--- config.mk ---
export PLATFORM = sky130hd
export DESIGN_NAME = tx_pol_comma_ins_flat
export DESIGN_NICKNAME = d
export VERILOG_FILES = /design/src/rtl/pol_comma_pkg.sv /design/src/rtl/tx_pol_comma_ins_if.sv /design/src/rtl/tx_pol_sym_map.sv /design/src/rtl/tx_pol_comma_ins.sv /design/src/flat_wrapper.sv
export SDC_FILE = /design/constraint.sdc
export NUM_CORES = 1
export LEC_CHECK = 0
export CAP_MARGIN = 0
export CORE_MARGIN = 2
export CORE_UTILIZATION = 67
export CTS_BUF_LIST = sky130_fd_sc_hd__clkbuf_16
export DETAILED_ROUTE_END_ITERATION = 12
export DONT_BUFFER_PORTS = 1
export PLACE_DENSITY = 0.91
export SLEW_MARGIN = 20
export SYNTH_ARGS = -nofsm -noshare
export SYNTH_HDL_FRONTEND = slang
export SYNTH_HIERARCHICAL = 1
export SYNTH_SLANG_ARGS = --single-unit
--- constraint.sdc ---
create_clock -name i_clk -period 5.8 [get_ports i_clk]
set_clock_uncertainty 0.15 [all_clocks]
set_input_delay 1.16 -clock i_clk [delete_from_list [all_inputs] [get_ports i_clk]]
set_output_delay 1.16 -clock i_clk [all_outputs]
set_load 0.1 [all_outputs]
--- src/rtl/pol_comma_pkg.sv ---
// Polarity-comma symbol constants and FSM state encoding shared by the TX
// inserter and the RX polarity adjuster so both ends stay in step.
package pol_comma_pkg;

  localparam logic [9:0] COMMA_POS     = 10'b10_1011_1100;
  localparam logic [9:0] COMMA_NEG     = 10'b10_0100_0011;
  localparam logic [9:0] ORI_COMMA_POS = 10'b01_0111_1100;
  localparam logic [9:0] ORI_COMMA_NEG = ~ORI_COMMA_POS;

  typedef enum logic [1:0] {
    ST_DIS   = 2'd0,
    ST_WAIT  = 2'd1,
    ST_PEND  = 2'd2,
    ST_BURST = 2'd3
  } pol_state_e;

  function automatic logic is_k285(input logic [9:0] sym);
    return (sym == ORI_COMMA_POS) || (sym == ORI_COMMA_NEG);
  endfunction

endpackage

--- src/rtl/tx_pol_comma_ins_if.sv ---
// Upstream valid/ready symbol handshake into the polarity comma inserter.
interface tx_pol_comma_ins_if;
  logic [9:0] i_data;
  logic       i_vld;
  logic       o_rdy;

  modport master (output i_data, output i_vld, input  o_rdy);
  modport slave  (input  i_data, input  i_vld, output o_rdy);
endinterface

--- src/rtl/tx_pol_sym_map.sv ---
// Combinational K28.5 -> polarity comma mapping; transparent when disabled.
module tx_pol_sym_map
  import pol_comma_pkg::*;
(
  input  logic       i_map_en,
  input  logic [9:0] i_sym,
  output logic [9:0] o_sym
);

  always_comb begin
    o_sym = i_sym;
    if (i_map_en) begin
      if (i_sym == ORI_COMMA_POS)      o_sym = COMMA_POS;
      else if (i_sym == ORI_COMMA_NEG) o_sym = COMMA_NEG;
    end
  end

endmodule

--- src/rtl/tx_pol_comma_ins.sv ---
// TX polarity comma inserter: maps K28.5 to polarity commas, injects periodic
// alternating comma bursts while stalling upstream, fills idle with commas.
module tx_pol_comma_ins
  import pol_comma_pkg::*;
#(
  parameter int unsigned INS_PERIOD = 1024,
  parameter int unsigned BURST_NUM  = 32
) (
  input  logic                i_clk,
  input  logic                i_rst,
  input  logic                i_pol_ins_en,
  input  logic                i_force_burst,
  input  logic                i_tx_inv,
  tx_pol_comma_ins_if.slave   up,
  output logic [9:0]          o_data,
  output logic                o_burst
);

  localparam int unsigned PW = $clog2(INS_PERIOD);
  localparam int unsigned BW = $clog2(BURST_NUM);
  localparam logic [PW-1:0] PERIOD_LAST = PW'(INS_PERIOD - 1);
  localparam logic [BW-1:0] BURST_LAST  = BW'(BURST_NUM - 1);

  pol_state_e    state;
  logic [PW-1:0] period_cnt;
  logic [BW-1:0] burst_cnt;
  logic          fill_tog;

  logic       xfer;
  logic       burst_act;
  logic       fill_use;
  logic       map_en;
  logic [9:0] raw_sym;
  logic [9:0] mapped_sym;
  logic [9:0] sym;

  assign up.o_rdy = (state != ST_BURST) && !i_rst;

  // A disable arriving during BURST takes priority: that cycle already emits
  // raw fill rather than a burst symbol, so the abort is visible immediately.
  always_comb begin
    xfer      = up.i_vld && up.o_rdy;
    burst_act = i_pol_ins_en && (state == ST_BURST);
    fill_use  = !burst_act && !xfer;
    map_en    = i_pol_ins_en && ((state == ST_WAIT) || (state == ST_PEND));
    raw_sym   = xfer ? up.i_data : (fill_tog ? ORI_COMMA_NEG : ORI_COMMA_POS);
    sym       = mapped_sym;
    if (burst_act) sym = burst_cnt[0] ? COMMA_NEG : COMMA_POS;
  end

  tx_pol_sym_map u_sym_map (
    .i_map_en (map_en),
    .i_sym    (raw_sym),
    .o_sym    (mapped_sym)
  );

  always_ff @(posedge i_clk) begin
    if (i_rst) begin
      state      <= ST_DIS;
      period_cnt <= '0;
      burst_cnt  <= '0;
      fill_tog   <= 1'b0;
      o_data     <= ORI_COMMA_POS;
      o_burst    <= 1'b0;
    end else begin
      o_data  <= i_tx_inv ? ~sym : sym;
      o_burst <= burst_act;
      if (fill_use) fill_tog <= ~fill_tog;

      if (!i_pol_ins_en) begin
        state      <= ST_DIS;
        period_cnt <= '0;
        burst_cnt  <= '0;
      end else begin
        unique case (state)
          ST_DIS: begin
            state     <= ST_BURST;
            burst_cnt <= '0;
          end
          ST_WAIT: begin
            period_cnt <= period_cnt + PW'(1);
            if ((period_cnt == PERIOD_LAST) || i_force_burst) state <= ST_PEND;
          end
          ST_PEND: begin
            if (!up.i_vld || (xfer && is_k285(up.i_data))) begin
              state     <= ST_BURST;
              burst_cnt <= '0;
            end
          end
          ST_BURST: begin
            if (burst_cnt == BURST_LAST) begin
              state      <= ST_WAIT;
              period_cnt <= '0;
              burst_cnt  <= '0;
            end else begin
              burst_cnt <= burst_cnt + BW'(1);
            end
          end
          default: state <= ST_DIS;
        endcase
      end
    end
  end

endmodule

--- src/flat_wrapper.sv ---
// flat-port wrapper written by rule: the top's interface ports become plain ports
module tx_pol_comma_ins_flat import pol_comma_pkg::*;
#(
  parameter int unsigned INS_PERIOD = 1024,
  parameter int unsigned BURST_NUM  = 32
)
  (i_clk, i_rst, i_pol_ins_en, i_force_burst, i_tx_inv, o_data, o_burst, up_i_data, up_i_vld, up_o_rdy);
  tx_pol_comma_ins_if up_i ();
  input  logic i_clk;
  input  logic i_rst;
  input  logic i_pol_ins_en;
  input  logic i_force_burst;
  input  logic i_tx_inv;
  output logic [9:0] o_data;
  output logic o_burst;
  input wire logic [$bits(up_i.i_data)-1:0] up_i_data;
  input wire logic [$bits(up_i.i_vld)-1:0] up_i_vld;
  output wire logic [$bits(up_i.o_rdy)-1:0] up_o_rdy;
  assign up_i.i_data = up_i_data;
  assign up_i.i_vld = up_i_vld;
  assign up_o_rdy = up_i.o_rdy;
  tx_pol_comma_ins #(.INS_PERIOD(INS_PERIOD), .BURST_NUM(BURST_NUM)) u_core (.i_clk(i_clk), .i_rst(i_rst), .i_pol_ins_en(i_pol_ins_en), .i_force_burst(i_force_burst), .i_tx_inv(i_tx_inv), .up(up_i), .o_data(o_data), .o_burst(o_burst));
endmodule
## Yosys cells after proc, flatten, opt, wreduce, memory -nomap -nowiden

Cells that the tools add are included.
Widths: inputs -> output; s select.

- Muxes and demuxes: 17
- Add/sub/neg operators: 2
- Equality and inequality tests: 13
- Bitwise gates (word level): 3
- Reduce and logical (&&, ||, !) cells: 21

Operators with widths:

| kind | count |
|---|---|
| $mux 10 | 8 |
| $eq 10x10->1 const B | 3 |
| $eq 10x9->1 const B | 2 |
| $pmux 10 s2 | 1 |
| $pmux 5 s3 | 1 |
| $add 10x1->10 const B | 1 |
| $mux 5 | 2 |
| $not 10->10 | 1 |
| $mux 8 | 1 |
| $ne 2x2->1 const B | 4 |
| $pmux 2 s4 | 1 |
| $logic_and 1x1->1 | 6 |
| $mux 2 | 3 |
| $add 5x1->5 const B | 1 |
| $eq 5x5->1 const B | 1 |
| $eq 2x2->1 const B | 2 |
| $logic_not 1->1 | 4 |
| $logic_or 1x1->1 | 4 |
| $reduce_and 2->1 | 2 |
| $reduce_and 3->1 | 1 |
| $reduce_bool 3->1 | 1 |
| $eq 2x1->1 const B | 1 |
| $logic_not 2->1 | 1 |
| $not 1->1 | 2 |
| 2 further kinds | 2 |

- Output and inout port bits: 12
- Input port bits: 16
- Word-level logic and storage cells: 62
- Register bits: 29

## Logic depth before layout (Yosys ltp)

- Depth after elaboration: 11
- Gate-level depth with buffers: 11
- Depth with buffers taken out: 10

## By module

The synthesis kept the hierarchy.

By module, submodules not included:

| module | area each (sq um) | cells each | seq. area each (sq um) | times used |
|---|---|---|---|---|
| tx_pol_comma_ins | 1574.0 | 182 | 580.6 | 1 |
| tx_pol_sym_map | 121.4 | 19 | 0.0 | 1 |

## Worst setup path after synthesis

No wires, ideal clock.

- Path kind: input port to flip-flop
- Start: input i_rst
- End: register u_core.o_data[6]
- Library setup time: 0.117 ns
- Arrival: 3.822 ns
- Required time: 5.533 ns
- Stages on the path: 9
- Buffers on the path: 1
- Path slack: 1.711 ns
- Cells stage by stage: nor2_1 clkbuf_1 a31o_2 or4b_1 nor3_2 a21oi_1 a21oi_1 xor2_1 nand2b_1

- Longest elaborated chain between the ends: 11
- Elaborated cells between the ends (all ways): 12
- Those cells by class: 2 x eq/ne; 6 x mux; 1 x bitwise; 3 x reduce/logical

RTL lines:

| element | line | RTL |
|---|---|---|
| start: declaration | flat_wrapper.sv:10 | `input logic i_rst;` |
| $logic_not 1->1 (*) | tx_pol_comma_ins.sv:37 | `assign up.o_rdy = (state != ST_BURST) && !i_rst;` |
| $logic_and 1x1->1 (*) | tx_pol_comma_ins.sv:37 |  |
| named net up_o_rdy | flat_wrapper.sv:18 | `output wire logic [$bits(up_i.o_rdy)-1:0] up_o_rdy;` |
| $logic_and 1x1->1 (*) | tx_pol_comma_ins.sv:42 | `xfer = up.i_vld && up.o_rdy;` |
| $mux 10 (*) | tx_pol_comma_ins.sv:46 | `raw_sym = xfer ? up.i_data : (fill_tog ? ORI_COMMA_NEG : ORI_COMMA_POS);` |
| named net u_core.raw_sym[4] | tx_pol_comma_ins.sv:33 | `logic [9:0] raw_sym;` |
| $eq 10x10->1 | tx_pol_sym_map.sv:14 | `else if (i_sym == ORI_COMMA_NEG) o_sym = COMMA_NEG;` |
| $mux 10 | tx_pol_sym_map.sv:14 |  |
| $mux 10 (*) | tx_pol_sym_map.sv:13 | `if (i_sym == ORI_COMMA_POS) o_sym = COMMA_POS;` |
| $mux 10 (*) | tx_pol_sym_map.sv:12 | `if (i_map_en) begin` |
| named net u_core.mapped_sym[6] | tx_pol_comma_ins.sv:34 | `logic [9:0] mapped_sym;` |
| $mux 10 (*) | tx_pol_comma_ins.sv:48 | `if (burst_act) sym = burst_cnt[0] ? COMMA_NEG : COMMA_POS;` |
| $not 10->10 | tx_pol_comma_ins.sv:66 | `o_data <= i_tx_inv ? ~sym : sym;` |
| $mux 10 (*) | tx_pol_comma_ins.sv:66 |  |
| end signal: assignment | tx_pol_comma_ins.sv:66 |  |
| end: declaration | tx_pol_comma_ins.sv:15 | `output logic [9:0] o_data,` |

Mark *: on every way through the listed nets, which the timed path passes. The rest lies on a longest branch.
A chain may end at the register's enable or synchronous reset.

## Worst setup path in the final report

- Start: register u_core.state[0]
- End: register u_core.o_data[6]

- Longest elaborated chain between the ends: 11
- Elaborated cells between the ends (all ways): 18
- Those cells by class: 6 x eq/ne; 6 x mux; 1 x bitwise; 5 x reduce/logical

RTL lines:

| element | line | RTL |
|---|---|---|
| start: declaration | tx_pol_comma_ins.sv:24 | `pol_state_e state;` |
| start signal: assignment | tx_pol_comma_ins.sv:59 | `state <= ST_DIS;` |
| start signal: assignment | tx_pol_comma_ins.sv:71 | `state <= ST_DIS;` |
| start signal: assignment | tx_pol_comma_ins.sv:77 | `state <= ST_BURST;` |
| $ne 2x2->1 (*) | tx_pol_comma_ins.sv:37 |  |
| $logic_and 1x1->1 (*) | tx_pol_comma_ins.sv:37 |  |
| named net up_o_rdy | flat_wrapper.sv:18 |  |
| $logic_and 1x1->1 (*) | tx_pol_comma_ins.sv:42 |  |
| $mux 10 (*) | tx_pol_comma_ins.sv:46 |  |
| named net u_core.raw_sym[4] | tx_pol_comma_ins.sv:33 |  |
| $eq 10x10->1 | tx_pol_sym_map.sv:14 |  |
| $mux 10 | tx_pol_sym_map.sv:14 |  |
| $mux 10 (*) | tx_pol_sym_map.sv:13 |  |
| $mux 10 (*) | tx_pol_sym_map.sv:12 |  |
| named net u_core.mapped_sym[6] | tx_pol_comma_ins.sv:34 |  |
| $mux 10 (*) | tx_pol_comma_ins.sv:48 |  |
| $not 10->10 | tx_pol_comma_ins.sv:66 |  |
| $mux 10 (*) | tx_pol_comma_ins.sv:66 |  |

Marked as above.

==> key figures <==
Hold path
  – Hold Path Origin: u_core/burst_cnt[1]
  – WHS Path Cells: 2
  – Hold Path End: u_core/burst_cnt[1]
  – Worst hold path class: reg2reg

Finish
  – Antenna cells: 0
  – Post-Layout Cell Count: 227
  – Area growth syn-to-layout: 10.8%
  – Layout cells sized above 1: 0.122
  – Leading cell types in the layout, fill and taps excluded: dfxtp_1 (29), a21oi_1 (18), nand2_1 (15)
  – NumNets Final: 220
  – Most common cell after layout, fill and taps aside: dfxtp_1
  – Design area: approximately 0.0019 sq mm

Worst setup path
  – Reg-to-Reg End: u_core/o_data[6]
  – Crit-path max FO: 15
  – Kind of end point of the critical path: flip-flop
  – Reg2reg path depth: 11
  – R2r startpoint: u_core/state[0]
  – Worst Setup Start Kind: flip-flop
  – Crit-path max cell delay: 0.49 ns
  – Cell mode on critical path: a21oi_1
  – Critical path type: reg2reg
  – WP data arrival: 3.39 ns
  – R2R Setup Slk: between 2 and 2.5 ns
  – Worst-path cell chain: ha_1 -> nor2_2 -> buf_4 -> a21oi_1 -> a31o_2 -> or4b_1 -> nor3_2 -> a21oi_1 -> a21oi_1 -> xor2_1 -> nand2b_1
  – Slowest CP cell: ha_1
  – Req. time, crit path: 5.81 ns

Synthesis
  – Synthesis warning total: 6
  – Post-synth EDFFs: 0
  – Area share of fa/ha/maj cells after synthesis: 0.0590
  – Syn_area_per_cell: 8.43 sq um
  – Fraction of the mapped netlist area in simple logic gates: 0.266
  – Post-synthesis async set-or-reset flop share: 0
  – Most used DFF post-synth: dfxtp_1
  – Synthesized instance count: 201
  – Post-synthesis sequential area ratio: 0.342
  – Largest family of logic cells by synthesized area: simple AND/OR/NAND/NOR gates
  – Post-synth cell types: 43
  – Xor/xnor share of the synthesized area: 0.0775
  – Mapped cell area: 0.00170 sq mm
  – Complex-gate fraction of the synthesized area: 0.172
  – Net Count, Synth: 225
  – Mux contribution to synthesized area: 0.0362
  – Yosys reg bits: 29

Timing
  – Fin Setup TNS: 0 ns
  – Fmax: 296 MHz
  – Count of final hold-check violations: 0
  – Final setup fails: 0
  – Relative slew margins: 0.365
  – Final Worst Setup Slack: approximately 2.4 ns
  – Minimum clock period: 3.38 ns
  – Max Transition Viols Final: 0
  – RSZ-0062 raised after global routing: no
  – Slew @ Worst Pin: 0.951 ns
  – Post-route clock period utilization: 0.582

GRT
  – Initial antenna violation count: 0
  – First-pass GRT wire length: 5870 um
  – Grt ovf: 0
  – Number of global-route vias before repair: between 1000 and 1500
  – Largest net degree at the start of global routing: 16
  – Gr usage total: 0.277

Status
  – Status: finished clean

Routing
  – Drt drc: 0
  – Via count: between 1000 and 1500
  – DR pass1 iterations: 4
  – Final antenna-violating net count: 0
  – Final WL: 3700 um
  – Initial drt markers: 26
  – Vias per std cell: 6.48
  – Wire per inst: approximately 16 um

Clock tree
  – Clk pin slew, worst setup/hold paths: 0.05 ns
  – Clk Latency, worst-skew pair: 0.27 ns
  – TritonCTS buffer count: 5
  – Root Driver: clkbuf_16
  – Clk buf depth: 2
  – # H-tree levels: 2
  – CTS-repair resized insts: 0
  – Post-CTS setup buffers: 0
  – # hold bufs at CTS: 0
  – TritonCTS clock tree: built
  – CTS Sinks: 29

Floorplan
  – Die Y: around 54 um
  – Floorplan row count: 18
  – Core Area: 0.00243 sq mm
  – Initial core utilization: 0.697
  – Die X: 54.3 um
  – Ports: 28
  – Die area: 0.00295 sq mm

Job
  – Maxcap violations: 0

Placement
  – DP HPWL: approximately 2600 um
  – DP Cell Count: 219
  – GPL Wtd Cong: 0.871
  – Dpl ws: 2.15 ns
  – Port bufs: 0
  – Placed cell area: 0.00169 sq mm

Power
  – Pwr Density: 368 mW/mm^2
  – Lkg Pwr: ~0.72 nW
  – Total power: 0.691 mW
  – Peak supply drop: ~0.36 mV
==> worst max path at each step <==
stage,depth (start not counted),end,slack (ns),startpoint
floorplan,9,u_core/o_data[6],1.71,i_rst
global placement,10,u_core/o_data[6],2.23,i_rst
detailed placement,10,u_core/o_data[6],2.15,i_rst
CTS,10,u_core/o_data[6],2.45,i_rst
global route,11,u_core/o_data[6],2.15,u_core/state[0]
finish,11,u_core/o_data[6],2.42,u_core/state[0]
==> layer usage <==
layer	wire length [um]	track usage	vias to the layer above
met5	0	0	-
met4	10	0.0917	0
met3	266	0.109	2
met2	1860	0.482	56
met1	1560	0.307	709
li1	-	-	703
==> kinds of logic (layout without fill, tap and decap cells) <==
logic type	after synthesis	after routing
compound gates	44	44
buf+inv	20	16
fa+ha+maj	8	8
simple gates	79	79
mux	6	6
xor+xnor	15	15
flops	29	29
==> per-stage QoR <==
| stage | utilization | hold slack [ns] |
|---|---|---|
| 6_report | 0.773 | 0.334 |
| 5_1_grt | 0.773 | 0.364 |
| 3_5_place_dp | 0.694 | 0.324 |
| 2_1_floorplan | - | 0.289 |
| 4_1_cts | 0.773 | 0.334 |
| 3_3_place_gp | 0.694 | 0.298 |
==> flip-flops by register name, indices dropped and copies added (netlist names) <==
signal and cells:
u_core/state 2, u_core/burst_cnt 5, u_core/fill_tog 1, u_core/o_data 10
u_core/period_cnt 10, u_core/o_burst 1
==> synth_stat cells (all sizes together) (5+ instances only) <==
| library cell | n | area, sq um |
|---|---|---|
| nor2b | 5 | 31.3 |
| nand2b | 9 | 56.3 |
| ha | 8 | 100 |
| nand2 | 15 | 56.3 |
| inv | 7 | 26.3 |
| clkbuf | 11 | 41.3 |
| dfxtp | 29 | 581 |
| xor2 | 11 | 96.3 |
| mux2i | 5 | 50.1 |
| a21oi | 18 | 90.1 |
| nor2 | 14 | 52.6 |
| a31o | 10 | 87.6 |
| nand3 | 8 | 40.0 |
==> worst max-delay path: cells and delay by family, from the launching register on <==
family,cells,cell delay (ns)
adder cells (fa/ha/maj),1,0.49
buffers and inverters,1,0.28
AND/OR/NAND/NOR,4,0.87
flip-flops,1,0.43
XOR/XNOR,1,0.15
AO/OA/AOI/OAI,4,0.90
==> where the power goes <==
group / internal, mW / switching (mW)
registers: 0.211 / 0.0711
logic: 0.0347 / 0.0446
clock network: 0.245 / 0.0850
total: 0.490 / 0.201
==> final cells by class <==
type	instances	area, sq um
repair buffers	1	7.51
flip-flops and latches	29	581
clock buffers	5	125
fillers	164	553
clock inverters	3	65.1
multi-input cells	152	1040
inverters	7	26.3
well taps	30	37.5
Note: power is estimated with default switching activity, not from simulation.
